## src/rtl/afu_pll_pkg.sv

```systemverilog
`default_nettype none
// ============================================================================
// Module      : afu_pll_pkg
// Description : Shared state encoding, default constants and helpers for the
//               AFU PLL supervisor.
// Revision    : 1.0 - initial release
// ============================================================================
package afu_pll_pkg;

  typedef enum logic [2:0] {
    ST_RST_PLL   = 3'd0,
    ST_WAIT_LOCK = 3'd1,
    ST_SETTLE    = 3'd2,
    ST_RUN       = 3'd3,
    ST_FAIL      = 3'd4
  } state_e;

  localparam int unsigned c_pll_rst_cycles = 16;
  localparam int unsigned c_lock_timeout   = 4096;
  localparam int unsigned c_settle_cycles  = 256;
  localparam int unsigned c_max_retries    = 3;
  localparam int unsigned c_meas_window    = 1024;

  // Heartbeat edge counter sticks at all-ones instead of wrapping.
  function automatic logic [15:0] sat_inc16(input logic [15:0] v, input logic inc);
    if (inc && (v != 16'hFFFF)) begin
      return v + 16'd1;
    end
    return v;
  endfunction

endpackage
`default_nettype wire

```

## src/rtl/afu_bit_sync.sv

```systemverilog
`default_nettype none
// ============================================================================
// Module      : afu_bit_sync
// Description : Two-flop synchronizer with asynchronous active-low reset.
// Revision    : 1.0 - initial release
// ============================================================================
module afu_bit_sync (
  input  logic clk,
  input  logic resetb,
  input  logic i_d,
  output logic o_q
);

  logic r_meta;
  logic r_sync;

  always_ff @(posedge clk or negedge resetb) begin
    if (!resetb) begin
      r_meta <= 1'b0;
      r_sync <= 1'b0;
    end else begin
      r_meta <= i_d;
      r_sync <= r_meta;
    end
  end

  assign o_q = r_sync;

endmodule
`default_nettype wire

```

## src/rtl/afu_pll_supervisor.sv

```systemverilog
`default_nettype none
// ============================================================================
// Module      : afu_pll_supervisor
// Description : Sequences PLL reset/lock/settle, releases the AFU reset and
//               measures the PLL heartbeat rate while running.
// Revision    : 1.0 - initial release
// ============================================================================
module afu_pll_supervisor
  import afu_pll_pkg::*;
#(
  parameter int unsigned PLL_RST_CYCLES = c_pll_rst_cycles,
  parameter int unsigned LOCK_TIMEOUT   = c_lock_timeout,
  parameter int unsigned SETTLE_CYCLES  = c_settle_cycles,
  parameter int unsigned MAX_RETRIES    = c_max_retries,
  parameter int unsigned MEAS_WINDOW    = c_meas_window
) (
  input  logic        clk,
  input  logic        resetb,
  input  logic        pll_locked,
  input  logic        pll_hb,
  output logic        pll_rst,
  output logic        afu_resetb,
  output logic        lock_lost,
  output logic        pll_fail,
  output logic [1:0]  retry_cnt,
  output logic [15:0] hb_count,
  output logic        hb_valid,
  output logic [2:0]  state
);

  // One timer serves the reset pulse, the lock timeout and the settle count.
  localparam int unsigned c_tmax1  = (PLL_RST_CYCLES > LOCK_TIMEOUT) ? PLL_RST_CYCLES : LOCK_TIMEOUT;
  localparam int unsigned c_tmax   = (c_tmax1 > SETTLE_CYCLES) ? c_tmax1 : SETTLE_CYCLES;
  localparam int unsigned c_tw     = $clog2(c_tmax + 1);
  localparam int unsigned c_ww     = $clog2(MEAS_WINDOW + 1);

  localparam logic [c_tw-1:0] c_t_one       = c_tw'(1);
  localparam logic [c_tw-1:0] c_rst_last    = c_tw'(PLL_RST_CYCLES - 1);
  localparam logic [c_tw-1:0] c_to_last     = c_tw'(LOCK_TIMEOUT - 1);
  localparam logic [c_tw-1:0] c_settle_last = c_tw'(SETTLE_CYCLES - 1);
  localparam logic [c_ww-1:0] c_w_one       = c_ww'(1);
  localparam logic [c_ww-1:0] c_win_last    = c_ww'(MEAS_WINDOW - 1);

  logic w_lock_s;
  logic w_hb_s;

  afu_bit_sync u_sync_lock (
    .clk    (clk),
    .resetb (resetb),
    .i_d    (pll_locked),
    .o_q    (w_lock_s)
  );

  afu_bit_sync u_sync_hb (
    .clk    (clk),
    .resetb (resetb),
    .i_d    (pll_hb),
    .o_q    (w_hb_s)
  );

  state_e          r_state;
  logic [c_tw-1:0] r_timer;
  logic [1:0]      r_retry;
  logic            r_pll_rst;
  logic            r_afu_resetb;
  logic            r_lock_lost;
  logic            r_pll_fail;

  always_ff @(posedge clk or negedge resetb) begin
    if (!resetb) begin
      r_state      <= ST_RST_PLL;
      r_timer      <= '0;
      r_retry      <= '0;
      r_pll_rst    <= 1'b1;
      r_afu_resetb <= 1'b0;
      r_lock_lost  <= 1'b0;
      r_pll_fail   <= 1'b0;
    end else begin
      case (r_state)
        ST_RST_PLL: begin
          if (r_timer == c_rst_last) begin
            r_state   <= ST_WAIT_LOCK;
            r_timer   <= '0;
            r_pll_rst <= 1'b0;
          end else begin
            r_timer <= r_timer + c_t_one;
          end
        end
        ST_WAIT_LOCK: begin
          // Lock is tested first so it wins over a coincident timeout.
          if (w_lock_s) begin
            r_state <= ST_SETTLE;
            r_timer <= '0;
          end else if (r_timer == c_to_last) begin
            r_timer   <= '0;
            r_pll_rst <= 1'b1;
            if (32'(r_retry) < MAX_RETRIES) begin
              r_retry <= r_retry + 2'd1;
              r_state <= ST_RST_PLL;
            end else begin
              r_state    <= ST_FAIL;
              r_pll_fail <= 1'b1;
            end
          end else begin
            r_timer <= r_timer + c_t_one;
          end
        end
        ST_SETTLE: begin
          if (!w_lock_s) begin
            r_state <= ST_WAIT_LOCK;
            r_timer <= '0;
          end else if (r_timer == c_settle_last) begin
            r_state      <= ST_RUN;
            r_timer      <= '0;
            r_retry      <= '0;
            r_afu_resetb <= 1'b1;
          end else begin
            r_timer <= r_timer + c_t_one;
          end
        end
        ST_RUN: begin
          if (!w_lock_s) begin
            r_state      <= ST_RST_PLL;
            r_timer      <= '0;
            r_pll_rst    <= 1'b1;
            r_afu_resetb <= 1'b0;
            r_lock_lost  <= 1'b1;
          end
        end
        ST_FAIL: begin
          r_pll_rst    <= 1'b1;
          r_afu_resetb <= 1'b0;
          r_pll_fail   <= 1'b1;
        end
        default: begin
          r_state      <= ST_RST_PLL;
          r_timer      <= '0;
          r_pll_rst    <= 1'b1;
          r_afu_resetb <= 1'b0;
        end
      endcase
    end
  end

  logic            r_hb_prev;
  logic [c_ww-1:0] r_win;
  logic [15:0]     r_edges;
  logic [15:0]     r_hb_count;
  logic            r_hb_valid;
  logic            w_meas;
  logic            w_edge;
  logic [15:0]     w_edges_next;

  // A cycle that drops lock in RUN is already leaving, so it aborts the window.
  assign w_meas       = (r_state == ST_RUN) && w_lock_s;
  assign w_edge       = w_hb_s ^ r_hb_prev;
  assign w_edges_next = sat_inc16(r_edges, w_edge);

  always_ff @(posedge clk or negedge resetb) begin
    if (!resetb) begin
      r_hb_prev  <= 1'b0;
      r_win      <= '0;
      r_edges    <= '0;
      r_hb_count <= '0;
      r_hb_valid <= 1'b0;
    end else begin
      r_hb_prev  <= w_hb_s;
      r_hb_valid <= 1'b0;
      if (w_meas) begin
        if (r_win == c_win_last) begin
          r_hb_count <= w_edges_next;
          r_hb_valid <= 1'b1;
          r_win      <= '0;
          r_edges    <= '0;
        end else begin
          r_win   <= r_win + c_w_one;
          r_edges <= w_edges_next;
        end
      end else begin
        r_win   <= '0;
        r_edges <= '0;
      end
    end
  end

  assign pll_rst    = r_pll_rst;
  assign afu_resetb = r_afu_resetb;
  assign lock_lost  = r_lock_lost;
  assign pll_fail   = r_pll_fail;
  assign retry_cnt  = r_retry;
  assign hb_count   = r_hb_count;
  assign hb_valid   = r_hb_valid;
  assign state      = r_state;

endmodule
`default_nettype wire

```

## config.mk

```make
export PLATFORM = sky130hd
export DESIGN_NAME = afu_pll_supervisor
export DESIGN_NICKNAME = d
export VERILOG_FILES = /design/src/rtl/afu_pll_pkg.sv /design/src/rtl/afu_bit_sync.sv /design/src/rtl/afu_pll_supervisor.sv
export SDC_FILE = /design/constraint.sdc
export NUM_CORES = 1
export LEC_CHECK = 0
export CAP_MARGIN = 20
export CORE_MARGIN = 5
export CORE_UTILIZATION = 61
export CTS_CLUSTER_DIAMETER = 40
export DETAILED_ROUTE_END_ITERATION = 7
export PLACE_DENSITY = 0.84
export SYNTH_ARGS = -nofsm -noshare
export SYNTH_HDL_FRONTEND = slang
export SYNTH_SLANG_ARGS = --single-unit
export TNS_END_PERCENT = 10
```

## constraint.sdc

```tcl
create_clock -name clk -period 5.4 [get_ports clk]
set_input_delay 1.08 -clock clk [delete_from_list [all_inputs] [get_ports clk]]
set_output_delay 1.08 -clock clk [all_outputs]
set_load 0.02 [all_outputs]
```

==> reports/results.ini <==
[global_routing]
track_usage_pct=20.48
grt_pass1_vias=2517
globalRouteOverflowTotal=0
grt_max_degree=45
antenna_found_initial=0
grt_pass1_wl_um=11570

[power]
clock_power_share_pct=34.7
p_int_mw=0.8519
total_power_mw=1.198
ir_worst_vdd_v=0.0002370
combPwrFrac_pct=15.4
switchingPower_mw=0.3459
power_density_mw_per_mm2=314.4
switching_share_pct=28.88
leakage_nw=1.586
p_seq_share_pct=50.0

[floorplanning]
floorplan.initialDensity_pct=63.28
core_area_mm2=0.005172
die_h_um=83.25
row_count=26
die_area_mm2=0.006931
die_width_um=83.25
ios=30

[logic_synthesis]
synth_most_common_cell=dfrtp_1
synth_top_area_share_pct=53.52
syn_area_per_cell_um2=10.29
netlist_instances=318
yosys-top-cells-area=dfrtp_1 54%, nor2_1 5.7%, xnor2_1 4.3%
synth_edf_count=0
synthTopCellsByCount=70 x dfrtp_1, 50 x nor2_1, 20 x nand2_1, 18 x a21oi_1, 16 x xnor2_1
syn-cell-area_mm2=0.003273
synth_seq_cells=71
yosysUniqueCellTypes=50
syn_nets=326
synth_area_leader_cell=dfrtp_1
synth_flop_cell=dfrtp_1
ys.warnings.count=0
async_flop_share_pct=100.0
yosysSeqAreaShare_pct=54.32

[cells_and_area]
final_nets=356
fillerInstances=348
insertedDiodeCount=0
drive_gt1_share_pct=9.632
seq_area_mm2=0.001778
multi_input_area_mm2=0.001423
finish.utilization_pct=73.66
layout.cells.non_filler=423
postLayoutCellArea_mm2=0.003810
area_growth_syn_to_layout_pct=16.40

[timing]
slew_violations=0
fin_ws_ns=2.556
relSlewSlack_pct=27.96
worst_pin_slew_ns=1.071
setup-tns-final_ns=0
holdWs_ns=0.3560
fin_crit_sh_pct=52.67
rsz0062_at_grt=false
skew_ns=0.007227
fmax_ghz=0.3516
hold_viol=0
setup_viol=0
fin_crit_ns=2.844

[setup_path]
timing.rr.start=r_timer[0]
crit_family=simple AND/OR/NAND/NOR gates
path_cells=ha_1, nand3_1, o41ai_2, o41ai_2, nor3_2, mux2_1
cp-start-kind=flop
cp_common_cell=o41ai_2
path_class=reg2reg
cp_max_fo=11
startpoint=r_timer[0]
critPathBufInv=0
slowest_delay_ns=0.64
worstSetupEndpointType=flop
cp.required_ns=5.63
cp_slowest_cell=nor3_2
cp.arrival_ns=3.07

[placement]
place_area_mm2=0.003618
routabilityCongestion=0.8456
dp_hpwl_um=4367
post-place-ws_ns=2.548
io_buffers=29
place_inst=407

[drt]
detail_route.wl_per_cell_um=15.16
met3_length_um=350
wl_met1_um=2805
drc=0
wl_met2_um=3110
firstDrtPassIters=4
drt-initial-drc-count=153
num_vias=2505
ant_nets=0
viasPerCell=5.922
wirelength_um=6412
maxUsedRoutingLayer=met4

[flow_run]
maxCapViolations=0

[run_status]
run_status=completed

[clock_tree]
cts_buffer_depth=2
cts.clk_slew.worst_paths_ns=0.07
cts-buffers-inserted=9
clkLatencyLatePin_ns=0.34
cts_root_buf=clkbuf_8
cts.sinks=71
cts_setup_buffers=0
cts_tree=built
postCtsResizedCells=0
cts.htree.levels=3
hold_buffers=0

[min_path]
min_from=u_sync_lock.r_meta
min_path_type=reg2reg

-- flip-flops by register name (all words and copies together), names as in the netlist --
signal	cells
retry_cnt	2
r_timer	13
hb_count	16
pll_rst	1
u_sync_lock.o_q	1
lock_lost	1
u_sync_hb.r_meta	1
u_sync_lock.r_meta	1
r_win	11
u_sync_hb.o_q	1
r_hb_prev	1
pll_fail	1
state	3
hb_valid	1
afu_resetb	1
r_edges	16
-- cells in the final DEF (no fill, tap or decap), types with 4 or more instances in the layout --
cell type / synthesis / final
nor3_1: 10 / 10
nand3_1: 14 / 14
a21oi_1: 18 / 18
o21ai_0: 10 / 10
o32ai_1: 4 / 4
o21ai_1: 6 / 6
clkdlybuf4s50_1: 0 / 28
clkbuf_8: 0 / 10
nand2_1: 20 / 20
nor2_1: 50 / 50
inv_1: 6 / 6
nand4_1: 10 / 10
and3_1: 4 / 4
ha_1: 4 / 4
xnor2_1: 16 / 16
dfrtp_1: 70 / 70
nor4_1: 8 / 7
xor2_1: 6 / 6
-- routing by layer --
layer  GRT usage (%)  vias to the layer above
li1                -                     1199
met1           26.67                     1207
met2           32.00                       84
met3           4.752                       15
met4           10.40                        0
met5               0                        -
-- final cells by class --
type,count,share of cell area (%)
Sequential cell,71,46.67
Tap cell,70,2.299
Clock buffer,13,3.908
Clock inverter,3,1.117
Inverter,6,0.5911
Multi-Input combinational cell,228,37.34
Timing Repair Buffer,32,8.079
-- cell families after synthesis --
family | share of synthesized area (%)
xor gates and xnor gates | 5.887
and+or+nand+nor | 22.29
buffers and inverters | 2.408
DFF | 54.32
AOI/OAI and AO/OA | 11.28
muxes | 2.294
adders and majority gates | 1.529
-- final timing paths --
| check | end | slack (ns) | cells past startpoint |
|---|---|---|---|
| worst max-delay path | state[0] | 2.56 | 6 |
| worst min-delay path | u_sync_lock.o_q | 0.36 | 0 |
| worst max register to register | state[0] | 2.56 | 6 |
| worst min register to register | u_sync_lock.o_q | 0.36 | 0 |
| max in group asynchronous | pll_rst | 3.67 | 2 |
| min in group asynchronous | hb_count[5] | 0.74 | 1 |
-- power groups by stage --
stage                     registers (mW)  clock network, mW  logic (mW)
final                              0.599              0.415       0.184
after global routing               0.603              0.453       0.203
after CTS                          0.598              0.427       0.183
after detailed placement           0.607                  0       0.183
after global placement             0.605                  0       0.180
after floorplan                    0.601                  0       0.130
Note: power is estimated with default switching activity, not from simulation.
